**config.mk**
```make
export PLATFORM = sky130hd
export DESIGN_NAME = apb_master_bridge
export DESIGN_NICKNAME = d
export VERILOG_FILES = /design/src/rtl/apb_pkg.sv /design/src/rtl/apb_sel_decode.sv /design/src/rtl/apb_master_bridge.sv
export SDC_FILE = /design/constraint.sdc
export NUM_CORES = 1
export LEC_CHECK = 0
export CAP_MARGIN = 20
export CORE_ASPECT_RATIO = 1.75
export CORE_UTILIZATION = 30
export CTS_CLUSTER_DIAMETER = 30
export DETAILED_ROUTE_END_ITERATION = 16
export HOLD_SLACK_MARGIN = 0.12
export PLACE_DENSITY = 0.7
export RECOVER_POWER = 100
export SYNTH_ARGS = -nofsm -noshare
export SYNTH_HDL_FRONTEND = slang
export SYNTH_SLANG_ARGS = --single-unit
export TNS_END_PERCENT = 50
```
**constraint.sdc**
```tcl
create_clock -name PCLK -period 2.2 [get_ports PCLK]
set_clock_uncertainty 0.1 [all_clocks]
set_input_delay 0.44 -clock PCLK [delete_from_list [all_inputs] [get_ports PCLK]]
set_output_delay 0.44 -clock PCLK [all_outputs]
set_load 0.01 [all_outputs]
```
**src/rtl/apb_pkg.sv**
```systemverilog
// Shared types for the APB master bridge: FSM encoding, select width and the
// response record handed back to the command side.
package apb_pkg;

  typedef enum logic [1:0] {
    ST_IDLE   = 2'd0,
    ST_SETUP  = 2'd1,
    ST_ACCESS = 2'd2,
    ST_RESP   = 2'd3
  } apb_state_e;

  localparam int NSLV_DEF   = 4;
  localparam int DWIDTH_DEF = 8;
  localparam int SELW       = $clog2(NSLV_DEF);

  typedef struct packed {
    logic [DWIDTH_DEF-1:0] rdata;
    logic                  err;
  } apb_rsp_t;

  // A single slave still needs a 1-bit select index to keep vectors legal.
  function automatic int sel_width(input int nslv);
    return (nslv > 1) ? $clog2(nslv) : 1;
  endfunction

endpackage

```
**src/rtl/apb_sel_decode.sv**
```systemverilog
// Slave index to one-hot PSEL, plus the return-path mux that picks the
// addressed slave's PRDATA, PREADY and PSLVERR. Purely combinational.
module apb_sel_decode
  import apb_pkg::*;
#(
  parameter int NSLV   = 4,
  parameter int DWIDTH = 8,
  parameter int SW     = sel_width(NSLV)
) (
  input  logic [SW-1:0]          sel_i,
  input  logic [NSLV*DWIDTH-1:0] prdata_i,
  input  logic [NSLV-1:0]        pready_i,
  input  logic [NSLV-1:0]        pslverr_i,
  output logic [NSLV-1:0]        psel_oh_o,
  output logic [DWIDTH-1:0]      rdata_o,
  output logic                   ready_o,
  output logic                   slverr_o
);

  for (genvar i = 0; i < NSLV; i++) begin : g_oh
    assign psel_oh_o[i] = (sel_i == SW'(i));
  end

  assign rdata_o  = prdata_i[sel_i*DWIDTH +: DWIDTH];
  assign ready_o  = pready_i[sel_i];
  assign slverr_o = pslverr_i[sel_i];

endmodule

```
**src/rtl/apb_master_bridge.sv**
```systemverilog
// Valid/ready command port to APB3 master. One transfer in flight; each
// transfer ends with a single-cycle response strobe carrying data and error.
module apb_master_bridge
  import apb_pkg::*;
#(
  parameter int DWIDTH  = 8,
  parameter int AWIDTH  = 8,
  parameter int NSLV    = 4,
  parameter int TIMEOUT = 16
) (
  input  logic                   PCLK,
  input  logic                   PRESET,
  input  logic                   cmd_valid,
  output logic                   cmd_ready,
  input  logic                   cmd_write,
  input  logic [AWIDTH-1:0]      cmd_addr,
  input  logic [DWIDTH-1:0]      cmd_wdata,
  output logic                   rsp_valid,
  output logic [DWIDTH-1:0]      rsp_rdata,
  output logic                   rsp_err,
  output logic [NSLV-1:0]        PSEL,
  output logic                   PENABLE,
  output logic                   PWRITE,
  output logic [AWIDTH-1:0]      PADDR,
  output logic [DWIDTH-1:0]      PWDATA,
  input  logic [NSLV*DWIDTH-1:0] PRDATA,
  input  logic [NSLV-1:0]        PREADY,
  input  logic [NSLV-1:0]        PSLVERR
);

  localparam int                SW      = sel_width(NSLV);
  localparam int                CNTW    = $clog2(TIMEOUT + 1);
  localparam logic [CNTW-1:0]   CNT_MAX = CNTW'(TIMEOUT);

  apb_state_e        state_q;
  logic              cmd_ready_q;
  logic [NSLV-1:0]   psel_q;
  logic              penable_q;
  logic              pwrite_q;
  logic [AWIDTH-1:0] paddr_q;
  logic [DWIDTH-1:0] pwdata_q;
  logic              rsp_valid_q;
  logic [DWIDTH-1:0] rsp_rdata_q;
  logic              rsp_err_q;
  logic [CNTW-1:0]   cnt_q;
  logic [CNTW-1:0]   cnt_d;

  logic [SW-1:0]     cmd_sel_s;
  logic [SW-1:0]     xfer_sel_s;
  logic [SW-1:0]     dec_sel_s;
  logic [NSLV-1:0]   sel_oh_s;
  logic [DWIDTH-1:0] sel_rdata_s;
  logic              sel_ready_s;
  logic              sel_err_s;
  logic              timeout_s;

  if (NSLV > 1) begin : g_sel
    assign cmd_sel_s  = cmd_addr[AWIDTH-1 -: SW];
    assign xfer_sel_s = paddr_q[AWIDTH-1 -: SW];
  end else begin : g_sel_single
    assign cmd_sel_s  = '0;
    assign xfer_sel_s = '0;
  end

  // While idle the decoder looks at the incoming command; once a transfer is
  // launched it follows the latched address so the return mux stays put.
  assign dec_sel_s = (state_q == ST_IDLE) ? cmd_sel_s : xfer_sel_s;

  apb_sel_decode #(
    .NSLV   (NSLV),
    .DWIDTH (DWIDTH),
    .SW     (SW)
  ) u_sel_decode (
    .sel_i     (dec_sel_s),
    .prdata_i  (PRDATA),
    .pready_i  (PREADY),
    .pslverr_i (PSLVERR),
    .psel_oh_o (sel_oh_s),
    .rdata_o   (sel_rdata_s),
    .ready_o   (sel_ready_s),
    .slverr_o  (sel_err_s)
  );

  assign cnt_d     = (cnt_q == CNT_MAX) ? cnt_q : cnt_q + 1'b1;
  assign timeout_s = (cnt_d == CNT_MAX);

  always_ff @(posedge PCLK) begin
    if (PRESET) begin
      state_q     <= ST_IDLE;
      cmd_ready_q <= 1'b0;
      psel_q      <= '0;
      penable_q   <= 1'b0;
      pwrite_q    <= 1'b0;
      paddr_q     <= '0;
      pwdata_q    <= '0;
      rsp_valid_q <= 1'b0;
      rsp_rdata_q <= '0;
      rsp_err_q   <= 1'b0;
      cnt_q       <= '0;
    end else begin
      rsp_valid_q <= 1'b0;
      case (state_q)
        ST_IDLE: begin
          if (cmd_valid && cmd_ready_q) begin
            cmd_ready_q <= 1'b0;
            pwrite_q    <= cmd_write;
            paddr_q     <= cmd_addr;
            pwdata_q    <= cmd_wdata;
            psel_q      <= sel_oh_s;
            state_q     <= ST_SETUP;
          end else begin
            cmd_ready_q <= 1'b1;
          end
        end
        ST_SETUP: begin
          penable_q <= 1'b1;
          state_q   <= ST_ACCESS;
        end
        ST_ACCESS: begin
          cnt_q <= cnt_d;
          // A slave that answers on the last allowed cycle still wins over the timeout.
          if (sel_ready_s) begin
            rsp_rdata_q <= pwrite_q ? '0 : sel_rdata_s;
            rsp_err_q   <= sel_err_s;
            psel_q      <= '0;
            penable_q   <= 1'b0;
            rsp_valid_q <= 1'b1;
            state_q     <= ST_RESP;
          end else if (timeout_s) begin
            rsp_rdata_q <= '0;
            rsp_err_q   <= 1'b1;
            psel_q      <= '0;
            penable_q   <= 1'b0;
            rsp_valid_q <= 1'b1;
            state_q     <= ST_RESP;
          end else begin
            state_q <= ST_ACCESS;
          end
        end
        ST_RESP: begin
          cnt_q       <= '0;
          cmd_ready_q <= 1'b1;
          state_q     <= ST_IDLE;
        end
        default: begin
          cnt_q       <= '0;
          cmd_ready_q <= 1'b0;
          psel_q      <= '0;
          penable_q   <= 1'b0;
          state_q     <= ST_IDLE;
        end
      endcase
    end
  end

  assign cmd_ready = cmd_ready_q;
  assign rsp_valid = rsp_valid_q;
  assign rsp_rdata = rsp_rdata_q;
  assign rsp_err   = rsp_err_q;
  assign PSEL      = psel_q;
  assign PENABLE   = penable_q;
  assign PWRITE    = pwrite_q;
  assign PADDR     = paddr_q;
  assign PWDATA    = pwdata_q;

endmodule

```
# --- Word level (Yosys, flattened, before mapping) ---
# Cells that the tools add are included.
# W data, S select, Z words.
totals:
  mem_bits_ro: 0
  register_bits: 40
  latchBits: 0
  in_bits: 60
  ram_bits: 0
  mem_count: 0
  output_inout_bits: 33
classes:
  n_shift: 1
  n_lt_le_gt_ge: 1
  div_mod_pow: 0
  n_bitwise: 1
  multipliers: 0
  muxes: 27
  add_sub_neg: 1
  n_reduce_logical: 13
  n_eq_ne: 10
op_table:
  columns: ["op", "n"]
  rows:
  - ["$shiftx A32 B6 Y8", 1]
  - ["$mux W8", 3]
  - ["$mux W4", 3]
  - ["$mux W1", 11]
  - ["$eq A5 B5 Y1 const B", 2]
  - ["$pmux W5 S2", 1]
  - ["$reduce_bool A2 Y1", 5]
  - ["$eq A2 B2 Y1 const B", 4]
  - ["$pmux W2 S4", 1]
  - ["$pmux W4 S2", 1]
  - ["$reduce_and A2 Y1", 3]
  - ["$add A5 B1 Y5 const B", 1]
  - ["$mux W5", 1]
  - ["$bmux W1 S2", 2]
  - ["$eq A2 B1 Y1 const B", 2]
  - ["$logic_not A2 Y1", 2]
  - ["$mux W2", 2]
  - ["$pmux W1 S2", 2]
  - ["$lt A2 B3 Y1 const B", 1]
  - ["$ne A3 B3 Y1 const B", 1]
  - ["$reduce_and A3 Y1", 1]
  - ["$ne A2 B1 Y1 const B", 1]
  - ["$reduce_or A2 Y1", 1]
  - ["$logic_and A1 B1 Y1", 1]
  - ["$not A1 Y1", 1]

# --- Longest topological paths before layout ---
depth:
  depth_word: 6
  ltp_mapped: 9
  depth_no_buf: 7

# --- Cells and area by module ---
# A second synthesis with hierarchy kept.
hier_totals:
  hier_cells: 225
  area_unflattened_um2: 2043.2
modules_own_cells:
  columns: ["mod", "cells_each", "seq_area_each_um2", "n_inst", "area_each_um2"]
  rows:
  - ["apb_master_bridge", 208, 800.8, 1, 1742.9]
  - ["apb_sel_decode", 17, 0.0, 1, 300.3]

# --- Least setup slack after synthesis ---
# OpenSTA, ideal clock, no wires.
synth_path:
  path_kind: "register -> register"
  startpoint: "register state_q[0]"
  endpoint: "register rsp_rdata_q[2], in the netlist rsp_rdata[2]"
  synth_period_minus_slack_ns: 2.183
  path_stages_with_launch: 9
  setup_slack_ns: 0.017
  setup_time_ns: 0.121
  arrival_time_ns: 1.962
  required_time_ns: 1.979
  cell_sequence: "dfxtp_1 -> inv_1 -> ha_1 -> buf_6 -> mux2i_4 -> buf_4 -> mux4_2 -> a31oi_1 -> o21ai_1"
synth_via:
  elab_chain_len: 6
synth_rtl:
  columns: ["item", "line", "text"]
  rows:
  - ["start, declared", "apb_master_bridge.sv:35", "apb_state_e state_q;"]
  - ["start signal, assigned", "apb_master_bridge.sv:89", "state_q <= ST_IDLE;"]
  - ["start signal, assigned", "apb_master_bridge.sv:110", "state_q <= ST_SETUP;"]
  - ["start signal, assigned", "apb_master_bridge.sv:117", "state_q <= ST_ACCESS;"]
  - ["branches (longest 6 deep; another with $shiftx A32 B6 Y8)", null, null]
  - ["end signal, assigned", "apb_master_bridge.sv:123", "rsp_rdata_q <= pwrite_q ? '0 : sel_rdata_s;"]
  - ["end, declared", "apb_master_bridge.sv:43", "logic [DWIDTH-1:0] rsp_rdata_q;"]
# Several ways; the timed one is not identified. The select of a mux whose other input is x is not followed.
# A chain may end at the register's enable or synchronous reset.

# --- Worst setup path in the final report ---
layout_path:
  startpoint: "input cmd_addr[6]"
  endpoint: "register rsp_rdata_q[0], in the netlist rsp_rdata[0]"
layout_via:
  elab_chain_len: 5
layout_rtl:
  columns: ["item", "line", "text"]
  rows:
  - ["start, declared", "apb_master_bridge.sv:16", "input logic [AWIDTH-1:0] cmd_addr,"]
  - ["$mux W2 (*)", "apb_master_bridge.sv:67", "assign dec_sel_s = (state_q == ST_IDLE) ? cmd_sel_s : xfer_sel_s;"]
  - ["branches (longest 4 deep; another with $shiftx A32 B6 Y8)", null, null]
# Mark *: on every way between the ends. The select of a mux whose other input is x is not followed.

==> flow_metrics.py <==
metrics = {
    "critical_path": {
        "arrival_ps": 2150,
        "cp_top_family": "multiplexers",
        "slowest_delay_ps": 540,
        "crit_fanout": 5,
        "critPathBufInv": 3,
        "worstPathRequired_ps": 2250,
        "worst_path_max_delay_cell": "mux4_1",
        "critPathKind": "primary input to register",
        "start_kind": "primary input",
        "crit_chain": "clkdlybuf4s50_1 -> mux2i_4 -> buf_12 -> buf_6 -> mux4_1 -> a31oi_1 -> o21ai_0",
        "endpoint_kind": "register",
    },
    "floorplanning": {
        "die_x_microns": 64.9,
        "io_pins": 93,
        "initial_core_util": 0.315,
        "die_h_microns": 112,
        "rows": 39,
        "design.core.area_sq_um": 6590,
        "die-area_sq_um": 7270,
    },
    "synthesis": {
        "yosysTopAreaCellShare": 0.386,
        "synth_cell_types": 43,
        "yosysSeqAreaShare": 0.386,
        "syn_nets": 298,
        "synth_largest_area_cell": "dfxtp_1",
        "syn_avg_cell_area_sq_um": 8.95,
        "synthMostInstantiatedCell": "nand2_1",
        "synthFlopType": "dfxtp_1",
        "yosys_register_bits": 40,
        "syn_inst": 232,
        "synth-edff-count": 0,
        "yosys-top-cells-area": "dfxtp_1 39%, nand2_1 8.0%, mux4_2 6.5%, a21oi_1 5.3%, ha_1 3.6%",
        "async_flop_share": 0,
        "syn_area_sq_um": 2080,
        "synth_common_cells": "44 x nand2_1, 40 x dfxtp_1, 22 x a21oi_1",
        "synth_warnings": 0,
    },
    "routing": {
        "wl_per_cell_microns": 14.9,
        "viasPerCell": 5.00,
        "dr.pass1.iters": 4,
        "drt_iter0_drc": 83,
        "ant_nets": 0,
        "drt-total-wl_microns": 6290,
        "num_vias": 2117,
        "drc_errors": 0,
    },
    "timing": {
        "tightest_slew_ps": 577,
        "grt_setup_unrepaired": "false",
        "final.setup.tns_ps": 0,
        "finalCritPeriodShare": 0.954,
        "setup_viol": 0,
        "relSlewSlack": 0.613,
        "fmaxAchievable_mhz": 477,
        "slew_violations": 0,
        "holdWs_ps": 352,
        "hold_viol": 0,
        "post-route-min-period_ps": 2100,
    },
    "power": {
        "netSwitchingPower_mw": 0.584,
        "power_mw": 2.19,
        "swShare": 0.267,
        "clkPwrFrac": 0.332,
        "power_density_nw_per_um2": 638,
        "p_seq_frac": 0.368,
        "pwr-share-comb": 0.300,
        "peakVddDrop_uv": 426,
        "leakage_nw": 1.35,
        "p_int_mw": 1.60,
    },
    "clocking": {
        "h-tree-depth": 2,
        "root_buffer": "clkbuf_16",
        "cts.clk_slew.worst_paths_ps": 60,
        "ctsHoldBuffers": 0,
        "cts_tree": "yes",
        "clock_sinks": 40,
        "cts_buffers": 5,
        "clock_latency_ps": 280,
        "cts_buffer_depth": 2,
    },
    "global_route": {
        "grt_max_degree": 24,
        "gr-total-overflow": 0,
        "antenna_found_initial": 0,
        "grtUsageTotal": 0.178,
        "grt_pass1_wl_microns": 10000,
        "first_global_vias": 2164,
    },
    "layout": {
        "drive_gt1_frac": 0.135,
        "num-fill-cells": 628,
        "stdcell_count": 423,
        "layout.nets": 406,
        "antennaDiodeCount": 0,
        "postLayoutCellArea_sq_um": 3430,
        "synthToLayoutAreaGrowth_pct": 65.2,
    },
    "place": {
        "placed_area_sq_um": 3170,
        "place_inst": 409,
        "gp_congestion": 0.828,
        "portBuffers": 92,
        "hpwl_microns": 4740,
    },
    "status": {
        "outcome": "complete, no violations",
    },
    "hold_path": {
        "hold_path.class": "register to register",
    },
    "flow_run": {
        "cap_violations": 0,
    },
}
==> per-stage QoR <==
step,setup slack [ps],utilization
floorplan,17.0,-
global placement,-207,0.482
detailed placement,-237,0.482
CTS,5.51,0.508
global route,6.91,0.521
finish,102,0.521
==> flip-flops by register name, summed over array words and instances, names as in the netlist <==
signal     count
rsp_rdata      8
PWDATA         8
cmd_ready      1
rsp_valid      1
rsp_err        1
PADDR          8
PSEL           4
state_q        2
cnt_q          5
PWRITE         1
PENABLE        1
==> worst paths after layout <==
kind	from	to	slack, ps	cells after the start
worst max-delay path	cmd_addr[6]	rsp_rdata[0]	100	7
worst min-delay path	PWDATA[3]	PWDATA[3]	350	2
worst max register to register	state_q[0]	rsp_rdata[0]	120	8
worst min register to register	PWDATA[3]	PWDATA[3]	350	2
==> cells by family (layout without fill, tap and decap cells) <==
family,Yosys count,count (layout),share of synthesized area
fa+ha+maj,6,6,0.0362
flops,40,40,0.386
compound gates,55,55,0.162
xor+xnor,3,3,0.0127
buf+inv,20,129,0.0464
simple gates,91,91,0.210
mux,17,17,0.146
==> final cells by class <==
class	count	area [sq um]	share of cell area
clock inverters	1	7.51	0.00219
flip-flops and latches	40	801	0.233
clock buffers	7	143	0.0416
inverters	6	22.5	0.00657
multi-input cells	172	1200	0.351
repair buffers	115	1150	0.335
well taps	82	103	0.0299
==> power by group through the flow <==
stage	registers [mW]	logic [mW]	clock network, mW
CTS	0.806	0.631	0.743
detailed placement	0.821	0.614	0
global route	0.811	0.708	0.769
floorplan	0.838	0.296	0
finish	0.805	0.657	0.727
global placement	0.819	0.607	0
==> routing by layer <==
metal	vias up	track usage	share of wire
li1	1039	-	-
met1	978	0.177	0.35
met2	80	0.335	0.55
met3	20	0.0346	0.053
met4	0	0.0933	0.042
met5	-	0	0
==> layout by cell type, fill, tap and decap left out, types with 5 or more instances in the layout <==
| cell type | Yosys | routed |
|---|---|---|
| nor2_1 | 11 | 11 |
| nor3b_1 | 8 | 8 |
| o21ai_0 | 7 | 8 |
| ha_1 | 6 | 5 |
| mux2i_1 | 6 | 6 |
| buf_4 | 3 | 14 |
| a31oi_1 | 8 | 8 |
| nand2b_1 | 8 | 8 |
| mux4_2 | 6 | 6 |
| clkbuf_16 | 0 | 6 |
| dfxtp_1 | 40 | 40 |
| clkdlybuf4s50_1 | 0 | 57 |
| nand2_1 | 44 | 44 |
| dlygate4sd3_1 | 0 | 34 |
| a21oi_1 | 22 | 22 |
| nor3_1 | 11 | 10 |
==> repair_timing <==
action | in CTS | in global routing
cloned | 0 | 1
resized for setup | 3 | 5
pin swaps | 1 | 0
buffers inserted | 1 | 4
setup endpoints to repair | 6 | 15
==> worst reg2reg max path: stages, from the launching register on <==
cell	delay (ps)
dfxtp_1	310
inv_2	80
ha_4	150
mux2i_4	240
buf_12	150
buf_6	100
mux4_1	540
a31oi_1	170
o21ai_0	100
(Power assumes the default switching activity.)
